[config.mk]
export PLATFORM = sky130hd
export DESIGN_NAME = mem_access
export DESIGN_NICKNAME = d
export VERILOG_FILES = /design/src/rtl/mem_access.sv
export SDC_FILE = /design/constraint.sdc
export NUM_CORES = 1
export LEC_CHECK = 0
export ABC_AREA = 1
export BUFFER_PORTS_ARGS = -buffer_cell sky130_fd_sc_hd__buf_4
export CORE_MARGIN = 2
export CORE_UTILIZATION = 25
export CTS_CLUSTER_DIAMETER = 150
export DETAILED_ROUTE_END_ITERATION = 8
export SETUP_SLACK_MARGIN = 0.05
export SLEW_MARGIN = 40
export SYNTH_ARGS = -nofsm -noshare
export SYNTH_HDL_FRONTEND = slang
export SYNTH_SLANG_ARGS = --single-unit
[constraint.sdc]
create_clock -name clk -period 3.45 [get_ports clk]
set_clock_uncertainty 0.2 [all_clocks]
set_input_delay 0.345 -clock clk [delete_from_list [all_inputs] [get_ports clk]]
set_output_delay 0.345 -clock clk [all_outputs]
set_load 0.005 [all_outputs]
[src/rtl/mem_access.sv]
// Memory-access pipeline stage: drives the data bus for LOAD/STORE using req/ack,
// and registers everything write-back needs. Non-memory ops pass through in one cycle.
module mem_access (
  input  logic        clk,
  input  logic        reset,
  input  logic        ex_valid,
  output logic        ex_ready,
  input  logic [6:0]  ex_opcode,
  input  logic [2:0]  ex_funct3,
  input  logic [31:0] ex_res,
  input  logic [31:0] ex_store_data,
  input  logic [31:0] ex_pc,
  input  logic [4:0]  ex_rd,
  output logic        d_req,
  output logic [31:0] d_address,
  output logic        d_write_enable,
  output logic [3:0]  d_byte_enable,
  output logic [31:0] d_data_write,
  input  logic        d_ack,
  input  logic [31:0] d_data_read,
  output logic        wb_valid,
  output logic [31:0] wb_res,
  output logic [31:0] wb_pc,
  output logic [6:0]  wb_opcode,
  output logic [4:0]  wb_rd,
  output logic [31:0] wb_d_data_read,
  output logic [1:0]  wb_load_shift,
  output logic [1:0]  wb_load_size,
  output logic        wb_load_sign_extend,
  output logic        wb_misaligned
);

  localparam logic [6:0] OP_LOAD  = 7'b0000011;
  localparam logic [6:0] OP_STORE = 7'b0100011;

  typedef enum logic {IDLE, BUSY} state_t;
  state_t state;

  logic        is_load, is_store, is_mem, misaligned;
  logic [3:0]  be_next;
  logic [31:0] data_next;

  assign ex_ready = (state == IDLE);

  // funct3[1:0] == 2'b11 falls into the word case for both alignment and lanes.
  always_comb begin
    is_load    = (ex_opcode == OP_LOAD);
    is_store   = (ex_opcode == OP_STORE);
    is_mem     = is_load | is_store;
    misaligned = 1'b0;
    be_next    = 4'b1111;
    data_next  = ex_store_data;
    case (ex_funct3[1:0])
      2'b00: begin
        be_next   = 4'b0001 << ex_res[1:0];
        data_next = {4{ex_store_data[7:0]}};
      end
      2'b01: begin
        misaligned = ex_res[0];
        be_next    = 4'b0011 << ex_res[1:0];
        data_next  = {2{ex_store_data[15:0]}};
      end
      default: misaligned = (ex_res[1:0] != 2'b00);
    endcase
    if (is_load) be_next = 4'b1111;
  end

  always_ff @(posedge clk) begin
    if (reset) begin
      state               <= IDLE;
      d_req               <= 1'b0;
      d_address           <= '0;
      d_write_enable      <= 1'b0;
      d_byte_enable       <= '0;
      d_data_write        <= '0;
      wb_valid            <= 1'b0;
      wb_res              <= '0;
      wb_pc               <= '0;
      wb_opcode           <= '0;
      wb_rd               <= '0;
      wb_d_data_read      <= '0;
      wb_load_shift       <= '0;
      wb_load_size        <= '0;
      wb_load_sign_extend <= 1'b0;
      wb_misaligned       <= 1'b0;
    end else begin
      case (state)
        IDLE: begin
          wb_valid <= 1'b0;
          if (ex_valid) begin
            wb_res              <= ex_res;
            wb_pc               <= ex_pc;
            wb_opcode           <= ex_opcode;
            wb_load_shift       <= ex_res[1:0];
            wb_load_size        <= ex_funct3[1:0];
            wb_load_sign_extend <= ~ex_funct3[2];
            wb_misaligned       <= is_mem & misaligned;
            wb_rd               <= (is_store | (is_mem & misaligned)) ? '0 : ex_rd;
            if (is_mem && !misaligned) begin
              state          <= BUSY;
              d_req          <= 1'b1;
              d_address      <= {ex_res[31:2], 2'b00};
              d_write_enable <= is_store;
              d_byte_enable  <= be_next;
              d_data_write   <= data_next;
            end else begin
              wb_valid <= 1'b1;
            end
          end
        end
        BUSY: begin
          if (d_ack) begin
            state          <= IDLE;
            d_req          <= 1'b0;
            wb_d_data_read <= d_data_read;
            wb_valid       <= 1'b1;
          end
        end
        default: state <= IDLE;
      endcase
    end
  end

endmodule

==> metrics.md, run 1 <==
| Metric | Value |
|---|---|
| Final count of negative-setup-slack endpoints | 0 |
| Most numerous cell on the critical path | nor2_1 |
| Endpoint class of the critical path | flip-flop |
| Grt total ovfl | 0 |
| Post-synthesis cell count | approximately 950 |
| Row cnt | 62 |
| Die X | 174 um |
| First-pass GRT wire length | 38.5 mm |
| Vias per std cell | about 4.4 |
| Die ar. | 30300 um2 |
| FF+latch area | between 3000 and 4000 um2 |
| Final wirelength | ~25 mm |
| Multi-input logic area | 3050 um2 |
| Post-synth cell types | 26 |
| Share of post-route cells with drive strength above 1 | 0.318 |
| Setup TNS | 0 ns |
| Drt pass-1 iters | 5 |
| Clock latency on the worst-skew pair | 0.42 ns |
| CP max-delay cell | dlygate4sd3_1 |
| Leakage | between 5 and 6 nW |
| Initial antenna violation count | 1 |
| Tcrit/Tclk final | 0.661 |
| Area share of the largest cell type after synthesis | 0.504 |
| Arrival time worst endpoint | around 2.4 ns |
| Maximum vdd ir drop | just under 0.3 mV |
| Slew @ Worst Pin | 0.659 ns |
| Top-Level Pins | 333 |
| # resized after CTS | 0 |
| Hold EP | wb_res[1]$_SDFFE_PP0P_ |
| Vias in the first global route | 7048 |
| CTS root buf | clkbuf_16 |
| Filler cells | 2986 |
| Seq/Total Area, Yosys | 0.504 |
| H-Tree Depth | 4 |
| Violation count after the first detailed-route iteration | 427 |
| Post-layout nets | 1450 |
| Worst hold start | ex_res[1] |
| Layout Cells excl Fill | 1701 |
| P per Cell Area | 427 nW/um2 |
| # Post-CTS Setup Buffers | 0 |
| CTS tree | built |
| Worst-path fanout max | 32 |
| Rel. slew slack | 0.559 |
| TritonCTS Sinks | 182 |
| Reg2reg setup slack | 1.71 ns |
| Min Tclk post-route | 2.28 ns |
| CTS buffer count | 17 |
| R2R cell count | 7 |
| Detailed placement HPWL | 17.4 mm |
| Layout area overhead | 54.7% |
| Worst stage delay on the critical path | about 0.57 ns |
| Fmax | 438 MHz |
| Mean area per synthesized cell | 7.63 um2 |
| Largest net degree at the start of global routing | 95 |
| Antenna viol nets, final | 0 |
| DRC | 0 |
| Reg2reg end | d_data_write[1]$_SDFFE_PP0P_ |
| Count of pins over their slew limit | 0 |
| Die height | 174 um |
| Synth Register Bits | approximately 180 |
| Post-Synthesis Cell Area | 7230 um2 |
| HP Class | primary input to flip-flop |
| Warnings, synthesis | 0 |
| Core area | 28500 um2 |
| CP cell instances | dlygate4sd3_1, buf_4, nor2_1, nand2_1, nor2_2, nand2_2, o21ai_0, nor2_1 |
| Routed vias | 7480 |
| GP Congestion | 0.817 |
| Crit Path Class | primary input to flip-flop |
| RSZ-0062 raised after global routing | no |
| Area leader, netlist | dfxtp_1 |
| Clock tree buffer depth | 2 |
| Max-cap violations | 0 |
| Synth area leaders | dfxtp_1 (50%), nor2_1 (15%), o21ai_0 (6.9%) |
| Buffers on Ports | 330 |
| Hold depth | 3 |
| R2R Path Start | state$_SDFF_PP0_ |
| Required @ worst endpoint | 3.56 ns |
| CTS clock-pin slew for the worst setup and hold paths | 0.08 ns |
| Hold Violations, Final | 0 |
| Startpoint Class | primary input |
| Wire per inst | roughly 15 um |
| Status | finished clean |
| Dpl cells | 1599 |
| Starting Density | 0.253 |
| Tot GR Track Use | 0.160 |
-- per-stage QoR --
step | worst slack [ns] | area [um2] | total power, W | util | hold WS [ns]
floorplan | 1.91 | 7230 | 0.00250 | - | 0.234
global placement | 1.30 | 9900 | 0.00280 | 0.347 | 0.252
detailed placement | 1.20 | 9900 | 0.00280 | 0.347 | 0.258
CTS | 1.15 | 11200 | 0.00485 | 0.392 | 0.000154
global route | 0.977 | 11200 | 0.00500 | 0.392 | 0.0254
finish | 1.17 | 11200 | 0.00478 | 0.392 | 0.0281
-- metal layers --
layer,global-route usage,vias up,share of wire,routed length (um)
li1,-,3757,-,-
met1,0.203,3408,0.44,10900
met2,0.266,287,0.47,11700
met3,0.0385,28,0.067,1660
met4,0.0571,0,0.025,616
met5,0,-,0,0
-- sequential cells by signal, summed over array words and instances (netlist names) --
register and flops:
wb_valid 1, state 1, d_data_write 32, wb_d_data_read 32, d_req 1, d_byte_enable 4
wb_rd 5, wb_pc 32, d_address 30, d_write_enable 1, wb_misaligned 1, wb_load_size 2
wb_load_sign_extend 1, wb_opcode 7, wb_res 32
-- cell families after synthesis --
family | count (synthesis) | share of synthesized area
buffers and inverters | 112 | 0.0748
AND/OR/NAND/NOR | 455 | 0.262
other | 1 | 0.000519
AO/OA/AOI/OAI | 197 | 0.159
flip-flops | 182 | 0.504
-- area by class of cell --
cell class,count,area share
Sequential cell,182,0.326
Timing Repair Buffer,408,0.292
Multi-Input combinational cell,654,0.273
Tap cell,384,0.0430
Clock buffer,17,0.0380
Clock inverter,15,0.0147
Inverter,40,0.0141
Antenna cell,1,0.000224
-- power by group --
group,switching (W),total [W],internal (W)
clock network,0.000930,0.00196,0.00103
registers,0.0000377,0.00221,0.00217
logic,0.000276,0.000609,0.000334
total,0.00124,0.00478,0.00354
-- Yosys cell counts, drive strengths merged --
master	number
inv	40
o21ai	109
a21oi	55
clkbuf	32
nand2	81
buf	40
o21a	2
nor2	293
nand3	50
conb	1
o211a	31
or2	31
dfxtp	182
-- worst max path at each step --
| stage | slack, ns | startpoint | endpoint |
|---|---|---|---|
| floorplan | 1.91 | ex_funct3[1] | d_data_write[24]$_SDFFE_PP0P_ |
| finish | 1.17 | ex_opcode[3] | d_address[11]$_SDFFE_PP0P_ |
| detailed placement | 1.20 | ex_funct3[1] | d_address[11]$_SDFFE_PP0P_ |
| CTS | 1.15 | ex_opcode[6] | d_address[11]$_SDFFE_PP0P_ |
| global placement | 1.30 | ex_funct3[1] | d_address[11]$_SDFFE_PP0P_ |
| global route | 0.98 | ex_opcode[6] | d_address[11]$_SDFFE_PP0P_ |
-- repair_timing --
action,CTS,global route
setup endpoints to repair,0,0
hold buffers,69,0
hold endpoints to repair,75,0
-- critical path: cells and delay by family --
kind	cells	cell delay (ns)
simple gates	5	0.92
compound gates	1	0.38
buf+inv	2	0.72
-- placed cells by master (no fill, tap or decap), types with 17 or more instances in the layout --
master,n
a21oi_1,55
buf_4,337
clkbuf_16,17
dfxtp_1,182
dlygate4sd3_1,69
inv_1,33
nand2_1,79
nand3_1,48
nor2_1,288
o211a_1,31
o21ai_0,99
or2_2,31
Note: power is estimated with default switching activity, not from simulation.
==> run 2, diff against run 1 <==
==> constraint.sdc (replaced) <==
create_clock -name clk -period 2.08 [get_ports clk]
set_clock_uncertainty 0.2 [all_clocks]
set_input_delay 0.208 -clock clk [delete_from_list [all_inputs] [get_ports clk]]
set_output_delay 0.208 -clock clk [all_outputs]
set_load 0.005 [all_outputs]
==> metrics.md, run 2 (synthesized netlist as in run 1, its figures left out) <==
| Metric | Value |
|---|---|
| Die X | 174 um |
| Starting Density | 0.253 |
| P per Cell Area | 680 nW/um2 |
| DP Area | 9970 um2 |
| CTS clock-pin slew for the worst setup and hold paths | roughly 0.08 ns |
| Die ar. | ~30000 um2 |
| Setup TNS | 0 ns |
| Leading cell type in the layout, fill and taps excluded | buf_4 |
| Final count of negative-setup-slack endpoints | 0 |
| Clock tree buffer depth | 2 |
| Startpoint Class | primary input |
| Vias in the first global route | 7498 |
| Wire per inst | 14.9 um |
| Largest net degree at the start of global routing | between 90 and 100 |
| Violation count after the first detailed-route iteration | 370 |
| Ant diodes | 0 |
| Total power | 0.00808 W |
| # Post-CTS Setup Buffers | 0 |
| Initial antenna violation count | 0 |
| CP cell instances | dlygate4sd3_1, buf_4, nor2_2, inv_1, nor2_2, nand3_4, inv_4, nor2_1, nor2_1 |
| Maximum vdd ir drop | 0.424 mV |
| Count of pins over their slew limit | 0 |
| Required @ worst endpoint | around 2.2 ns |
| Row cnt | 62 |
| Status | finished clean |
| GP Congestion | 0.807 |
| Top-Level Pins | 333 |
| Routed vias | 7706 |
| Buffers & Inverters on Critical Path | 4 |
| CTS buffer count | 17 |
| Max-cap violations | 0 |
| First-pass GRT wire length | 40.6 mm |
| Vias per std cell | about 4.4 |
| Drt pass-1 iters | 4 |
| Endpoint class of the critical path | flip-flop |
| Tot GR Track Use | 0.168 |
| Buffers on Ports | between 300 and 400 |
| Fmax | 535 MHz |
| Post-route cell area | 11900 um2 |
| Clock latency on the worst-skew pair | 0.42 ns |
| HP Class | primary input to flip-flop |
| Post-layout nets | 1515 |
| CP max-delay cell | dlygate4sd3_1 |
| Fin worst setup slack | 0.211 ns |
| Worst stage delay on the critical path | 0.56 ns |
| Die height | between 150 and 200 um |
| Layout area overhead | 64.3% |
| Tcrit/Tclk final | 0.899 |
| Min Tclk post-route | 1.87 ns |
| RSZ-0062 raised after global routing | no |
| CTS root buf | clkbuf_16 |
| H-Tree Depth | 4 |
| Crit Path Class | primary input to flip-flop |
| Pre-CTS setup slack | about 0.35 ns |
| Core area | between 20000 and 30000 um2 |
| Detailed placement HPWL | 17.3 mm |
| CP top delay family | buffers and inverters |
| Most frequent cells in the layout | buf_4 (338), nor2_1 (288), dfxtp_1 (182) |
| Worst-path fanout max | 32 |
| Leakage | 5.63 nW |
| Antenna viol nets, final | 0 |
| TritonCTS Sinks | between 150 and 200 |
| Arrival time worst endpoint | 2.03 ns |
| Hold Violations, Final | 0 |
| DRC | 0 |
| Share of post-route cells with drive strength above 1 | 0.305 |
| CTS tree | built |
| Final wirelength | 26.2 mm |
| Grt total ovfl | 0 |
==> run 2: changes by cell type in the layout (fill, tap and decap cells not counted), sizes merged <==
cell,previous run,this run
clkinvlp,1,0
dlygate4sd3,69,130
buf,339,343
diode,1,0
clkinv,5,6
clkbuf,17,18
bufinv,1,0
==> run 2: through the flow <==
| stage | hold WS [ns] | instances | utilization |
|---|---|---|---|
| detailed placement | 0.187 | 1603 | 0.349 |
| global placement | 0.185 | 1603 | 0.349 |
| floorplan | 0.0974 | 948 | - |
| global route | 0.0612 | 1765 | 0.416 |
| CTS | 0.00205 | 1765 | 0.416 |
| finish | 0.0243 | 1765 | 0.416 |
==> run 2: final timing paths <==
check | slack (ns) | cells past startpoint | startpoint | endpoint
setup / recovery | 0.21 | 9 | ex_opcode[6] | d_address[28]$_SDFFE_PP0P_
hold / removal | 0.02 | 7 | ex_store_data[29] | d_data_write[29]$_SDFFE_PP0P_
setup reg to reg | 0.41 | 6 | state$_SDFF_PP0_ | wb_pc[23]$_SDFFE_PP0P_
hold reg to reg | 0.27 | 2 | d_address[7]$_SDFFE_PP0P_ | d_address[7]$_SDFFE_PP0P_
==> run 2: worst register-to-register path, stage by stage (launching register included) <==
cell     delay (ns)
dfxtp_1        0.37
inv_2          0.07
nand2_2        0.11
buf_4          0.20
buf_4          0.35
o21ai_0        0.19
nor2_1         0.13
==> run 2: where the power goes <==
group	switching (W)	internal [W]	total, W
Sequential	0.0000627	0.00360	0.00366
Clock	0.00164	0.00164	0.00329
Combinational	0.000489	0.000638	0.00113
==> run 2: what timing repair did <==
action | in CTS | in global routing
gates resized for setup | 0 | 0
endpoints found under the setup margin | 0 | 0
endpoints found under the hold margin | 163 | 0
hold buffers | 130 | 0
==> run 2: per-layer routing <==
layer	vias up	GRT usage	share of wire	wire length [um]
met5	-	0	0	0
met4	0	0.0441	0.019	506
met3	27	0.0501	0.062	1620
met2	239	0.297	0.50	13100
met1	3548	0.196	0.42	11100
li1	3892	-	-	-
==> run 2: layout make-up <==
cell class              instances  area, um2
clock inverters                14        175
inverters                      40        158
fillers                      2843      16700
clock buffers                  18        429
repair buffers                473       3940
flip-flops and latches        182       3640
multi-input cells             654       3050
well taps                     384        480
